[src/rtl/wb_stream_writer.sv]
// -----------------------------------------------------------------------------
// wb_stream_writer
//
// Wishbone write master that packs an 8-bit valid/ready byte stream into
// DATA_WIDTH-bit words and writes them to consecutive word-aligned addresses
// of a Wishbone slave memory. A transfer is started from IDLE with a base
// address and a word limit; it ends on the word limit, on a byte carrying
// s_tlast, or on a slave error. A short final word only enables the lanes it
// actually filled.
//
// Build option:
//   WB_STREAM_WRITER_BIG_ENDIAN_EN  when defined, the first stream byte of a
//                                   word goes to lane SELECT_WIDTH-1 and later
//                                   bytes descend; otherwise the first byte
//                                   goes to lane 0 (little-endian).
//
// Ports:
//   clk, rst_n             clock (rising edge), asynchronous active-low reset
//   start_i                begin a transfer (sampled only in IDLE)
//   base_adr_i             byte address of the first word (low bits ignored)
//   max_words_i            word limit, 0 completes immediately
//   s_tdata/s_tvalid/s_tready/s_tlast   input byte stream
//   adr_o/dat_o/we_o/sel_o/stb_o/cyc_o  Wishbone master outputs
//   ack_i/err_i            Wishbone slave responses
//   busy_o                 high whenever not IDLE
//   done_o                 one-cycle completion pulse
//   error_o                sticky slave-error flag, cleared by the next start
//   count_o                words acknowledged in the current/last transfer
// -----------------------------------------------------------------------------
module wb_stream_writer #(
    parameter int DATA_WIDTH   = 32,
    parameter int ADDR_WIDTH   = 16,
    parameter int SELECT_WIDTH = DATA_WIDTH / 8
) (
    input  logic                    clk,
    input  logic                    rst_n,
    input  logic                    start_i,
    input  logic [ADDR_WIDTH-1:0]   base_adr_i,
    input  logic [ADDR_WIDTH-1:0]   max_words_i,
    input  logic [7:0]              s_tdata,
    input  logic                    s_tvalid,
    output logic                    s_tready,
    input  logic                    s_tlast,
    output logic [ADDR_WIDTH-1:0]   adr_o,
    output logic [DATA_WIDTH-1:0]   dat_o,
    output logic                    we_o,
    output logic [SELECT_WIDTH-1:0] sel_o,
    output logic                    stb_o,
    output logic                    cyc_o,
    input  logic                    ack_i,
    input  logic                    err_i,
    output logic                    busy_o,
    output logic                    done_o,
    output logic                    error_o,
    output logic [ADDR_WIDTH-1:0]   count_o
);

    localparam int PTR_W = (SELECT_WIDTH > 1) ? $clog2(SELECT_WIDTH) : 1;
    localparam logic [PTR_W-1:0]      PTR_LAST = PTR_W'(SELECT_WIDTH - 1);
    localparam logic [ADDR_WIDTH-1:0] ADR_STEP = ADDR_WIDTH'(SELECT_WIDTH);
    localparam logic [ADDR_WIDTH-1:0] ADR_MASK = ~ADDR_WIDTH'(SELECT_WIDTH - 1);

    typedef enum logic [1:0] {
        S_IDLE,
        S_FILL,
        S_WRITE,
        S_DONE
    } state_e;

    state_e                  state_q, state_d;
    logic [ADDR_WIDTH-1:0]   adr_q, adr_d;
    logic [ADDR_WIDTH-1:0]   limit_q, limit_d;
    logic [ADDR_WIDTH-1:0]   count_q, count_d;
    logic [ADDR_WIDTH-1:0]   count_inc;
    logic [DATA_WIDTH-1:0]   dat_q, dat_d;
    logic [SELECT_WIDTH-1:0] sel_q, sel_d;
    logic [PTR_W-1:0]        ptr_q, ptr_d;
    logic [PTR_W-1:0]        lane;
    logic                    last_q, last_d;
    logic                    error_q, error_d;

    // The byte pointer counts bytes within the word; lane maps it onto the
    // physical byte lane according to the configured byte order.
`ifdef WB_STREAM_WRITER_BIG_ENDIAN_EN
    assign lane = PTR_LAST - ptr_q;
`else
    assign lane = ptr_q;
`endif

    assign count_inc = count_q + ADDR_WIDTH'(1);

    // NOTE: every signal driven here gets a default first, so no path through
    // the case statement can leave one unassigned and infer a latch.
    always_comb begin
        state_d = state_q;
        adr_d   = adr_q;
        limit_d = limit_q;
        count_d = count_q;
        dat_d   = dat_q;
        sel_d   = sel_q;
        ptr_d   = ptr_q;
        last_d  = last_q;
        error_d = error_q;

        unique case (state_q)
            S_IDLE: begin
                if (start_i) begin
                    adr_d   = base_adr_i & ADR_MASK;
                    limit_d = max_words_i;
                    count_d = '0;
                    error_d = 1'b0;
                    ptr_d   = '0;
                    dat_d   = '0;
                    sel_d   = '0;
                    last_d  = 1'b0;
                    state_d = (max_words_i == '0) ? S_DONE : S_FILL;
                end
            end
            S_FILL: begin
                if (s_tvalid) begin
                    dat_d[8*int'(lane) +: 8] = s_tdata;
                    sel_d[lane]              = 1'b1;
                    ptr_d                    = ptr_q + PTR_W'(1);
                    last_d                   = s_tlast;
                    if (s_tlast || ptr_q == PTR_LAST) begin
                        state_d = S_WRITE;
                    end
                end
            end
            S_WRITE: begin
                // An error response wins over a simultaneous acknowledge and
                // leaves the word count untouched.
                if (err_i) begin
                    error_d = 1'b1;
                    state_d = S_DONE;
                end else if (ack_i) begin
                    count_d = count_inc;
                    adr_d   = adr_q + ADR_STEP;
                    dat_d   = '0;
                    sel_d   = '0;
                    ptr_d   = '0;
                    state_d = (last_q || count_inc == limit_q) ? S_DONE : S_FILL;
                end
            end
            S_DONE: begin
                state_d = S_IDLE;
            end
            default: begin
                state_d = S_IDLE;
            end
        endcase
    end

    // NOTE: state registers use non-blocking assignments so every flop samples
    // the pre-edge value of its next-state input, independent of block order.
    always_ff @(posedge clk or negedge rst_n) begin
        if (!rst_n) begin
            state_q <= S_IDLE;
            adr_q   <= '0;
            limit_q <= '0;
            count_q <= '0;
            dat_q   <= '0;
            sel_q   <= '0;
            ptr_q   <= '0;
            last_q  <= 1'b0;
            error_q <= 1'b0;
        end else begin
            state_q <= state_d;
            adr_q   <= adr_d;
            limit_q <= limit_d;
            count_q <= count_d;
            dat_q   <= dat_d;
            sel_q   <= sel_d;
            ptr_q   <= ptr_d;
            last_q  <= last_d;
            error_q <= error_d;
        end
    end

    // Bus and status strobes decode straight from the state register, so an
    // asynchronous reset drops an in-flight Wishbone cycle immediately.
    assign cyc_o    = (state_q == S_WRITE);
    assign stb_o    = cyc_o;
    assign we_o     = cyc_o;
    assign s_tready = (state_q == S_FILL);
    assign busy_o   = (state_q != S_IDLE);
    assign done_o   = (state_q == S_DONE);
    assign adr_o    = adr_q;
    assign dat_o    = dat_q;
    assign sel_o    = sel_q;
    assign error_o  = error_q;
    assign count_o  = count_q;

endmodule
[config.mk]
export PLATFORM = sky130hd
export DESIGN_NAME = wb_stream_writer
export DESIGN_NICKNAME = d
export VERILOG_FILES = /design/src/rtl/wb_stream_writer.sv
export SDC_FILE = /design/constraint.sdc
export NUM_CORES = 1
export LEC_CHECK = 0
export CORE_ASPECT_RATIO = 1.1
export CORE_UTILIZATION = 25
export DETAILED_ROUTE_END_ITERATION = 6
export PLACE_DENSITY = 0.55
export SETUP_SLACK_MARGIN = 0.4
export SYNTH_ARGS = -nofsm -noshare
export SYNTH_HDL_FRONTEND = slang
export SYNTH_SLANG_ARGS = --single-unit
[constraint.sdc]
create_clock -name clk -period 1.81 [get_ports clk]
set_input_delay 0.181 -clock clk [delete_from_list [all_inputs] [get_ports clk]]
set_output_delay 0.181 -clock clk [all_outputs]
set_load 0.05 [all_outputs]
Word-level counts from Yosys, hierarchy flattened
Index checks and enable logic that the tools add are counted.
- register bits after elaboration: 90
- input bits: 47
- output and inout port bits: 75
- logic and storage cells: 84
- add/sub/neg operators: 4
- $lt $le $gt $ge: 2
- eq/ne operators: 12
- shifts and indexed selects: 2
- multiplexer cells: 39
- bitwise logic cells: 1
- reductions and logical operators: 15
- operators with widths (kind ; number):
    two-way mux 32 bit ; 4
    two-way mux 16 bit ; 6
    one-hot mux 32 bit (3 select lines) ; 1
    one-hot mux 16 bit (2 select lines) ; 2
    negator 5 -> 33 bit ; 1
    variable shift 8 x 33 -> 32 bit, first input constant ; 1
    variable part select 8 x 33 -> 32 bit ; 1
    bitwise mux 32 bit ; 1
    two-way mux 2 bit ; 11
    adder 16 x 1 -> 16 bit, second input constant ; 1
    adder 16 x 3 -> 16 bit, second input constant ; 1
    equality test 16 bit ; 1
    logical NOT 16 bit ; 1
    two-way mux 4 bit ; 4
    one-hot mux 4 bit (3 select lines) ; 1
    one-hot mux 2 bit (4 select lines) ; 1
    AND reduction 4 bit ; 2
    equality test 2 bit, second input constant ; 3
    != test 2 x 1 -> 1 bit, second input constant ; 3
    != test 2 bit, second input constant ; 3
    one-hot mux 2 bit (3 select lines) ; 1
    AND reduction 3 bit ; 2
    nonzero test 2 bit ; 3
    AND reduction 5 bit ; 1
    other kinds (14) ; 19

Longest topological paths before layout
Gate-level depths: netlist of run 1.
- depth after elaboration: 7
- gate-level depth with buffers: 8
- mapped depth without buffers: 7

Worst setup path before layout of run 1
OpenSTA, ideal clock, no wires.
- path kind: reg2reg
- start: register count_q[1] (netlist: count_o[1])
- end: register state_q[1]
- library setup time: 0.104 ns
- arrival time: 2.239 ns
- data required time: 1.706 ns
- slack: -0.532 ns
- cell stages (with the launch flop): 9
- path buffers: 1
- period minus slack after synthesis: 2.342 ns
- cell sequence: dfrtp_1 > ha_1 > buf_2 > nand4_1 > nor3_1 > o311ai_1 > o41ai_1 > nand4_1 > o41ai_2
- longest elaborated chain between the ends: 7
- ends and longest elaborated chain (item ; line ; text):
    start: declaration ; 73 ; logic [ADDR_WIDTH-1:0] count_q, count_d;
    start signal: assignment ; 171 ; count_q <= count_d;
    adder 16 x 1 -> 16 bit ; 90 ; assign count_inc = count_q + ADDR_WIDTH'(1);
    equality test 16 bit ; 142 ; state_d = (last_q || count_inc == limit_q) ? S_DONE : S_FILL;
    logical OR 1 bit ; 142 ;
    two-way mux 2 bit ; 142 ;
    two-way mux 2 bit ; 136 ; end else if (ack_i) begin
    two-way mux 2 bit ; 133 ; if (err_i) begin
    one-hot mux 2 bit (4 select lines) ; 105 ; unique case (state_q)
    end signal: assignment ; 168 ; state_q <= state_d;
    end: declaration ; 70 ; state_e state_q, state_d;
No other way between the ends. The select of a mux whose other input is x is not followed.
A chain may end at the register's enable or synchronous reset.

Worst setup path after layout of run 1
- start: register count_q[0] (netlist: count_o[0])
- end: register state_q[1]
The elaborated chain is that of the path after synthesis.

==> flow_metrics.tcl, run 1 <==
set metrics [dict create \
    run_status "finished, violations left" \
    violated_checks "setup timing" \
    worstHoldPathType "primary input to async pin" \
    first_pass_grt_wire_length_mm 26.7 \
    report.final.slew_viol_count 0 \
    grt_pass1_vias 4836 \
    crit_path_frequent_cell "nand4_1" \
    remaining_drcs 0 \
    synthesis.area_mm2 0.00474 \
    ys_top_cells_by_count "nand2_1 (101), dfrtp_1 (88), o21ai_0 (66), a21oi_1 (35), nor2_1 (25)" \
    clock_tree.htree_level_count 3 \
    final.setup_skew_ns 0.00489 \
    cts.sinks 88 \
    antenna_left 0 \
    worstPathArrival_ns 2.21 \
    area_growth_syn_to_layout_pct 76.2 \
    p_leak_nw 3.55 \
    number_of_antenna_violations_at_the_first_check_in_global_routing 0 \
    synth_top_area_cell "dfrtp_1" \
    utilization_pct 45.2 \
    globalRouteOverflowTotal 0 \
    detail_route.wl_per_cell_um 17.2 \
    pwr_density_cell_mw_per_mm2 1530 \
    reg2reg_setup_slack_ns -0.16 \
    tritoncts "built" \
    fin_crit_sh_pct 109 \
    synth.lib_cells_used.distinct 62 \
    path_delay_family "compound AO/OA/AOI/OAI gates" \
    yosysTopAreaCellShare_pct 46.5 \
    synthArstFlopShare_pct 100 \
    floorplan.io_pins 122 \
    clk_pin_slew_ns 0.07 \
    post_route_cells_drive_above_1_share_pct 50.5 \
    path_buf_inv 1 \
    initial_utilization_pct 25.7 \
    grt_setup_unrepaired "yes" \
    fin_ws_ns -0.155 \
    die_area_mm2 0.0195 \
    via_per_inst 4.92 \
    synth.most_common_cell "nand2_1" \
    die-width_um 133 \
    cts-root-to-sink-buffers 2 \
    globalRouteTotalUtil_pct 17.7 \
    timing.fmax_ghz 0.509 \
    via_count 4796 \
    worst-setup-path-type "flop to flop" \
    cp_cell_sequence "ha_4 > nand4_1 > buf_4 > nor3_4 > o41ai_1 > nand4_1 > o41ai_4" \
    yosysWarnings 0 \
    placement.io_buffers 117 \
    setup_viol_count_final 35 \
    number_of_flops_mapped_to_enable_cells_by_yosys 0 \
    crit_path_end "state_q[1]" \
    finalWorstPathRequiredPeriod_ns 1.97 \
    gp_routability_congestion 0.846 \
    fp-row-count 52 \
    grt_start_max_net_pins 42 \
    start_kind "flop" \
    timing.setup.tns_ns -2.20 \
    drt_pre_antenna_iters 4 \
    postSynthCellCount 521 \
    diodes 0 \
    coreArea_mm2 0.0185 \
    synth_seq_area_share_pct 46.5 \
    synth-seq-cells 88 \
    clk_root_buffer_cell "clkbuf_16" \
    critical_path.reg2reg.endpoint "state_q[1]" \
    reg2reg_depth 7 \
    die-height_um 146 \
    predominant_post_synthesis_flop_cell "dfrtp_1" \
    nets 780 \
    critical_path_cell_count 7 \
    worst-endpoint-required_ns 2.05 \
    syn-mean-instance-area_um2 9.10 \
    drt_iter0_markers 261 \
    crit_path_start "count_o[0]" \
    cp_slowest_cell "dfrtp_2" \
    hpwlAfterDp_mm 11.4 \
    end_kind "flop" \
    clk_latency_ns 0.35 \
    critical-path-max-stage-delay_ns 0.44 \
    cts_buffers 9 \
    power.ir.vdd_worst_uv 1060 \
    worst-path-max-fanout 3 \
    report.power.total_mw 12.8 \
    synthTopCellsByArea "dfrtp_1 (46%), nand2_1 (8.0%), o21ai_0 (7.0%)" \
    postRouteWirelength_mm 16.7 \
    cap_viol_max_count 0 \
    timing.final.hold_violations 0 \
    crit-reg2reg-launch "count_o[0]" \
]
==> layout by cell type, fill, tap and decap left out, drive strengths merged, types with 7 or more instances in the layout <==
| master | instances |
|---|---|
| xnor2 | 16 |
| buf | 134 |
| nor4 | 7 |
| mux2 | 17 |
| inv | 12 |
| nand2 | 101 |
| dfrtp | 88 |
| clkdlybuf4s50 | 43 |
| a21oi | 39 |
| nor2 | 28 |
| o22ai | 9 |
| clkdlybuf4s15 | 33 |
| and3 | 7 |
| clkbuf | 25 |
| nand3 | 13 |
| o21ai | 75 |
==> worst min path at each step <==
| stage | endpoint | slack [ns] | cells after the start |
|---|---|---|---|
| global route | adr_o[14] | 0.34 | 2 |
| CTS | adr_o[14] | 0.31 | 2 |
| floorplan | adr_o[10] | -0.11 | 0 |
| finish | adr_o[14] | 0.31 | 2 |
| detailed placement | adr_o[14] | 0.12 | 1 |
| global placement | adr_o[14] | 0.12 | 1 |
==> area by class of cell <==
type / count / area, µm²
multi-input cells: 393 / 3070
repair buffers: 224 / 2400
fillers: 1703 / 10100
well taps: 243 / 304
clock inverters: 4 / 51.3
flip-flops and latches: 88 / 2230
inverters: 11 / 46.3
clock buffers: 12 / 256
==> sequential cells by signal, indices dropped and copies added, names as in the netlist <==
name / cells
error_o: 1
last_q: 1
dat_o: 32
sel_o: 4
lane: 2
limit_q: 16
adr_o: 14
state_q: 2
count_o: 16
==> kinds of logic after synthesis <==
kind of cell / share of synthesized area (%)
multiplexers: 4.25
other: 0.0791
buffers and inverters: 5.04
flip-flops: 46.5
XOR/XNOR: 3.88
AND/OR/NAND/NOR: 20.1
AO/OA/AOI/OAI: 18.6
adder cells (fa/ha/maj): 1.58
==> routing by layer <==
| layer | up-vias | global-route usage [%] | routed length (µm) |
|---|---|---|---|
| met5 | - | 0 | 0 |
| met4 | 0 | 6.70 | 352 |
| met3 | 26 | 2.85 | 722 |
| met2 | 148 | 29.8 | 8310 |
| met1 | 2374 | 22.6 | 7350 |
| li1 | 2248 | - | - |
==> what timing repair did <==
| action | 4_1_cts | 5_1_grt |
|---|---|---|
| endpoints found under the hold margin | 23 | 0 |
| hold buffers | 1 | 0 |
| cloned | 10 | 0 |
| gates resized for setup | 291 | 73 |
| setup endpoints to repair | 138 | 105 |
| pin swaps | 63 | 34 |
| setup buffers | 22 | 6 |
==> report_power, final <==
group	internal [mW]	switching, mW
registers	2.53	0.630
logic	3.53	4.14
clock network	1.15	0.810
total	7.21	5.58
==> worst register-to-register path, stage by stage, from the launching register on <==
cell	delay, ns
dfrtp_2	0.44
ha_4	0.17
nand4_1	0.17
buf_4	0.18
nor3_4	0.04
o41ai_1	0.40
nand4_1	0.20
o41ai_4	0.27
==> per-stage QoR <==
step | hold slack, ns | instances | area [µm²] | setup WS (ns)
after floorplan | -0.115 | 522 | 5110 | -0.253
after global placement | 0.123 | 920 | 6860 | -0.159
after detailed placement | 0.122 | 920 | 6860 | -0.243
after CTS | 0.309 | 969 | 8120 | -0.140
after global routing | 0.342 | 975 | 8350 | -0.237
final | 0.312 | 975 | 8350 | -0.155
(Power assumes the default switching activity.)
==> inputs of run 2 (changes only) <==
--- a/config.mk
+++ b/config.mk
@@ -6,6 +6,7 @@
 export NUM_CORES = 1
 export LEC_CHECK = 0
 export CORE_ASPECT_RATIO = 1.1
+export CORE_MARGIN = 5
 export CORE_UTILIZATION = 25
 export DETAILED_ROUTE_END_ITERATION = 6
 export PLACE_DENSITY = 0.55
==> run 2 against run 1 <==
The run still ends with setup timing left. Hold slack improved by 0.090 ns. Sequential share of layout area shrank 0.14 points. Sequential cell count unchanged. Combinational power grew 4.2%.
==> flow_metrics.tcl, run 2 (same netlist as run 1, synthesis figures left out) <==
set metrics [dict create \
    run_status "finished, violations left" \
    violated_checks "setup timing" \
    drt_pre_antenna_iters 6 \
    fp-row-count 52 \
    clk_root_buffer_cell "clkbuf_16" \
    inst_count_dp 919 \
    p_leak_nw 3.55 \
    utilization_pct 45.3 \
    number_of_antenna_violations_at_the_first_check_in_global_routing 0 \
    tritoncts "built" \
    largest_register_ffs 32 \
    combinational_group_share_of_total_power_pct 61.4 \
    final-instance-count-excl-fill 975 \
    fillerInstances 1757 \
    timing.final.hold_violations 0 \
    post_route_cells_drive_above_1_share_pct 54.5 \
    die-width_um 141 \
    floorplan.io_pins 122 \
    worst-endpoint-required_ns 2.04 \
    globalRouteTotalUtil_pct 15.1 \
    grt_start_max_net_pins 45 \
    most-common-layout-cells "buf_4 (85), nand2_1 (67), dfrtp_1 (65), clkdlybuf4s50_1 (43), o21ai_1 (34)" \
    placement.io_buffers 117 \
    fin_crit_sh_pct 102 \
    diodes 0 \
    final.setup_skew_ns 0.00482 \
    globalRouteOverflowTotal 0 \
    drt_iter0_markers 218 \
    critical-path-max-stage-delay_ns 0.42 \
    pwr_density_cell_mw_per_mm2 1550 \
    grt_pass1_vias 4887 \
    switching_power_mw 5.88 \
    fin_ws_ns -0.0325 \
    reg_power_share_pct 24.7 \
    initial_utilization_pct 25.6 \
    end_kind "flop" \
    clk_latency_ns 0.34 \
    power_report.internal_total_mw 7.13 \
    via_count 4773 \
    nets 780 \
    setup_viol_count_final 22 \
    power.ir.vdd_worst_uv 732 \
    postRouteWirelength_mm 17.6 \
    transition_time_at_the_pin_with_the_least_slew_margin_ns 0.598 \
    fin_worst_hold_slack_ns 0.401 \
    timing.fmax_ghz 0.543 \
    die-height_um 154 \
    cts_buffers 9 \
    hpwlAfterDp_mm 11.6 \
    worstHoldPathType "primary input to async pin" \
    die_area_mm2 0.0218 \
    worst-setup-path-type "flop to flop" \
    clk_pin_slew_ns 0.07 \
    first_pass_grt_wire_length_mm 26.5 \
    switching_share_pct 45.2 \
    worst-path-max-fanout 8 \
    cap_viol_max_count 0 \
    remaining_drcs 0 \
    pre_cts_ws_ns -0.221 \
    start_kind "flop" \
    via_per_inst 4.90 \
    report.final.slew_viol_count 0 \
    detail_route.wl_per_cell_um 18.1 \
    worstPathArrival_ns 2.07 \
    finalWorstPathRequiredPeriod_ns 1.84 \
    coreArea_mm2 0.0185 \
    mostFrequentLayoutCell "buf_4" \
    cts-root-to-sink-buffers 2 \
    antenna_left 0 \
    timing.max_slew.rel_slack_pct 60.1 \
    area_growth_syn_to_layout_pct 77.2 \
    cp_cell_sequence "mux2_4 > o22ai_4 > nor2_4 > buf_12 > a21oi_4 > clkbuf_16 > o21ai_1" \
    cp_slowest_cell "dfrtp_1" \
    grt_setup_unrepaired "yes" \
    gp_routability_congestion 0.828 \
    power.clock.fraction_pct 13.9 \
    clock_tree.htree_level_count 3 \
    cts.sinks 88 \
]
run 2: cell count changes in the layout (fill, tap and decap cells not counted), moves of 4 or more:
cell / previous run / this run
nand2_2: 9 / 19
clkbuf_2: 11 / 21
nand2_1: 75 / 67
buf_8: 7 / 3
mux2_2: 7 / 0
o21ai_1: 30 / 34
a21oi_1: 15 / 8
buf_4: 74 / 85
clkdlybuf4s15_2: 32 / 21
inv_1: 10 / 6
mux2_4: 10 / 17
buf_6: 31 / 22
a21oi_4: 5 / 15
run 2: critical path, delay by kind of cell (launching register included):
| family | cells | cell delay [ns] |
|---|---|---|
| AND/OR/NAND/NOR | 1 | 0.08 |
| flip-flops | 1 | 0.42 |
| multiplexers | 1 | 0.33 |
| buffers and inverters | 2 | 0.36 |
| AO/OA/AOI/OAI | 3 | 0.53 |
run 2: layout make-up:
cell class                 count  area [µm²]  area share (%)
multi-input combinational    393        3230            38.5
timing repair buffer         224        2300            27.4
sequential                    88        2230            26.6
tap                          243         304            3.62
clock buffer                  11         243            2.89
inverter                      11        56.3           0.670
clock inverter                 5        38.8           0.462
run 2: final timing paths:
path | start | to | slack (ns) | cells past startpoint
max | state_q[0] | dat_o[23] | -0.03 | 7
min | rst_n | dat_o[20] | 0.40 | 2
max reg2reg | state_q[0] | dat_o[23] | -0.03 | 7
min reg2reg | dat_o[3] | dat_o[3] | 0.51 | 2
max in group asynchronous | rst_n | count_o[7] | 0.76 | 3
min in group clk | base_adr_i[3] | adr_o[3] | 0.40 | 3
run 2: layer usage:
metal  track usage [%]  vias up  part of all wire, %
met5                 0        -                    0
met4              4.34        0                  1.6
met3              3.06       19                  5.0
met2              25.5      128                   50
met1              19.5     2358                   43
li1                  -     2268                    -
run 2: timing repair:
| action | in CTS | in global routing |
|---|---|---|
| gates cloned | 6 | 6 |
| buffers inserted | 23 | 4 |
| hold buffers | 1 | 0 |
| endpoints found under the setup margin | 137 | 114 |
| pin swaps | 26 | 64 |
| gates resized for setup | 197 | 201 |
| hold endpoints to repair | 42 | 0 |
run 2: per-stage QoR:
| stage | cell area (µm²) | TNS, ns | power [mW] |
|---|---|---|---|
| 6_report | 8400 | -0.357 | 13.0 |
| 5_1_grt | 8400 | -1.90 | 13.7 |
| 4_1_cts | 7770 | 0 | 11.5 |
| 3_5_place_dp | 6870 | -8.68 | 8.84 |
| 3_3_place_gp | 6870 | -5.91 | 8.73 |
| 2_1_floorplan | 5110 | -0.259 | 6.93 |
run 2: power groups by stage:
| stage | Clock [mW] | Sequential [mW] | Combinational, mW |
|---|---|---|---|
| 2_1_floorplan | 0 | 4.08 | 2.85 |
| 3_3_place_gp | 0 | 3.12 | 5.61 |
| 5_1_grt | 1.94 | 3.30 | 8.44 |
| 4_1_cts | 1.85 | 3.12 | 6.52 |
| 3_5_place_dp | 0 | 3.14 | 5.70 |
| 6_report | 1.81 | 3.22 | 7.99 |
==> inputs of run 3 (changes only) <==
--- a/config.mk
+++ b/config.mk
@@ -6,10 +6,9 @@
 export NUM_CORES = 1
 export LEC_CHECK = 0
 export CORE_ASPECT_RATIO = 1.1
-export CORE_MARGIN = 5
-export CORE_UTILIZATION = 25
+export CORE_UTILIZATION = 45
 export DETAILED_ROUTE_END_ITERATION = 6
-export PLACE_DENSITY = 0.55
+export PLACE_DENSITY = 0.84
 export SETUP_SLACK_MARGIN = 0.4
 export SYNTH_ARGS = -nofsm -noshare
 export SYNTH_HDL_FRONTEND = slang
==> run 3 against run 2 <==
The run still ends with setup timing left. Die area down 50%. Count of clock-buffer cells in the layout stayed put. Largest cell class unchanged. Wire length grew 0.16%. Hold slack got worse by 0.069 ns. Non-clock buffer count shrank 22. Highest routed layer unchanged. Sequential share of layout area is 1.4 points higher. Fmax down 8.2%.
==> flow_metrics.tcl, run 3 (same netlist as run 1, synthesis figures left out) <==
set metrics [dict create \
    timing.max_slew.rel_slack_pct 58.3 \
    worstPathArrival_ns 2.27 \
    crit-reg2reg-launch "count_o[1]" \
    die_area_mm2 0.0110 \
    initial_utilization_pct 47.3 \
    largest_register_ffs 32 \
    via_per_inst 5.90 \
    final.setup_skew_ns 0.0240 \
    clk_pin_slew_ns 0.11 \
    antenna_left 0 \
    most-common-layout-cells "nand2_1 (68), buf_4 (67), dfrtp_1 (65), clkdlybuf4s50_1 (43), o21ai_2 (38)" \
    worstHoldPathType "primary input to flop" \
    drt_pre_antenna_iters 5 \
    number_of_antenna_violations_at_the_first_check_in_global_routing 0 \
    power.ir.vdd_worst_uv 1100 \
    fp-row-count 38 \
    p_leak_nw 3.37 \
    floorplan.io_pins 122 \
    postRouteWirelength_mm 17.6 \
    remaining_drcs 0 \
    cp_slowest_cell "dfrtp_2" \
    inst_count_dp 807 \
    die-height_um 110 \
    grt_start_max_net_pins 89 \
    nets 757 \
    gp_routability_congestion 0.866 \
    post_route_cells_drive_above_1_share_pct 51.6 \
    mostFrequentLayoutCell "nand2_1" \
    cts_buffers 9 \
    placement.io_buffers 117 \
    worst_hold_path.num_cells 3 \
    fin_ws_ns -0.197 \
    worst-path-max-fanout 7 \
    min_delay_worst_endpoint "adr_o[3]" \
    cts.sinks 88 \
    power.clock.fraction_pct 11.8 \
    detail_route.wl_per_cell_um 20.8 \
    critical_path_cell_count 7 \
    pwr_density_cell_mw_per_mm2 1580 \
    drt_iter0_markers 457 \
    worstHoldStart "base_adr_i[3]" \
    cp_cell_sequence "buf_4 > nand2_1 > nor2_4 > nand3_1 > o41ai_2 > o22ai_1 > o41ai_2" \
    grt_pass1_vias 4905 \
    run_status "finished, violations left" \
    coreArea_mm2 0.0100 \
    tritoncts "built" \
    die-width_um 99.9 \
    grt_setup_unrepaired "yes" \
    worst-setup-path-type "flop to flop" \
    cap_viol_max_count 0 \
    first_pass_grt_wire_length_mm 24.8 \
    fin_crit_sh_pct 111 \
    switching_share_pct 47.9 \
    violated_checks "setup timing" \
    finalWorstPathRequiredPeriod_ns 2.01 \
    transition_time_at_the_pin_with_the_least_slew_margin_ns 0.620 \
    via_count 5005 \
    timing.final.hold_violations 0 \
    start_kind "flop" \
    setup_viol_count_final 44 \
    cts-root-to-sink-buffers 2 \
    hpwlAfterDp_mm 9.61 \
    end_kind "flop" \
    reg2reg_depth 7 \
    path_delay_family "compound AO/OA/AOI/OAI gates" \
    timing.fmax_ghz 0.498 \
    final-instance-count-excl-fill 849 \
    report.final.slew_viol_count 0 \
    clk_root_buffer_cell "clkbuf_8" \
    critical-path-max-stage-delay_ns 0.42 \
    path_buf_inv 1 \
    reg_power_share_pct 25.9 \
    combinational_group_share_of_total_power_pct 62.3 \
    globalRouteTotalUtil_pct 29.7 \
    globalRouteOverflowTotal 0 \
    clock_tree.htree_level_count 3 \
    pre_cts_ws_ns -0.185 \
    switching_power_mw 6.05 \
    crit_path_frequent_cell "o41ai_2" \
    power_report.internal_total_mw 6.56 \
    area_growth_syn_to_layout_pct 68.1 \
    crit_path_start "count_o[1]" \
    diodes 0 \
    clk_latency_ns 0.39 \
    reg2reg_setup_slack_ns -0.20 \
    critical_path.reg2reg.endpoint "state_q[1]" \
    worst-endpoint-required_ns 2.08 \
    fin_worst_hold_slack_ns 0.332 \
]
[run 3: cell count changes in the layout (fill, tap and decap cells not counted), moves of 11 or more]
cell             change
clkdlybuf4s15_2     +15
buf_2               +11
o21ai_1             -11
clkbuf_16           -11
clkbuf_2            -19
buf_4               -18
[run 3: area by class of cell]
cell class                      count  area [µm²]
Tap cell                          140         175
Inverter                           11        41.3
Sequential cell                    88        2230
Timing Repair Buffer              202        2120
Multi-Input combinational cell    392        3190
Fill cell                         532        2060
Clock buffer                       11         141
Clock inverter                      5        62.6
[run 3: worst min-delay path: stages]
cell	delay (ns)
clkdlybuf4s50_1	0.39
nand2_1	0.05
a31oi_1	0.07
[run 3: worst max path at each step]
| stage | slack [ns] | endpoint |
|---|---|---|
| 6_report | -0.20 | state_q[1] |
| 3_3_place_gp | -0.09 | dat_o[31] |
| 2_1_floorplan | -0.25 | state_q[1] |
| 5_1_grt | -0.27 | state_q[1] |
| 4_1_cts | -0.01 | we_o |
| 3_5_place_dp | -0.18 | dat_o[12] |
[run 3: timing repair]
action | in CTS | in global routing
endpoints found under the hold margin | 88 | 0
hold buffers | 1 | 0
pin swaps | 23 | 47
resized for setup | 310 | 100
endpoints found under the setup margin | 144 | 105
buffers inserted | 8 | 9
gates cloned | 5 | 3
[run 3: per-layer routing]
layer,global-route usage [%],share of wire (%)
met1,35.5,37
met2,51.0,51
met3,4.90,6.6
met4,17.3,5.1
met5,0,0
[run 3: power by group through the flow]
stage | clock, mW | sequential (mW) | combinational (mW)
6_report | 1.49 | 3.26 | 7.86
3_5_place_dp | 0 | 3.11 | 5.66
2_1_floorplan | 0 | 4.08 | 2.85
3_3_place_gp | 0 | 3.08 | 5.50
4_1_cts | 1.45 | 3.14 | 6.79
5_1_grt | 1.57 | 3.31 | 8.17
[run 3: metrics by stage]
stage	power, mW	area (µm²)	TNS, ns	utilization (%)
after floorplan	6.93	5110	-0.259	-
after global placement	8.57	6700	-2.17	66.8
after detailed placement	8.77	6700	-6.21	66.8
after CTS	11.4	7540	-0.0516	75.1
after global routing	13.1	7970	-4.57	79.4
final	12.6	7970	-2.83	79.4
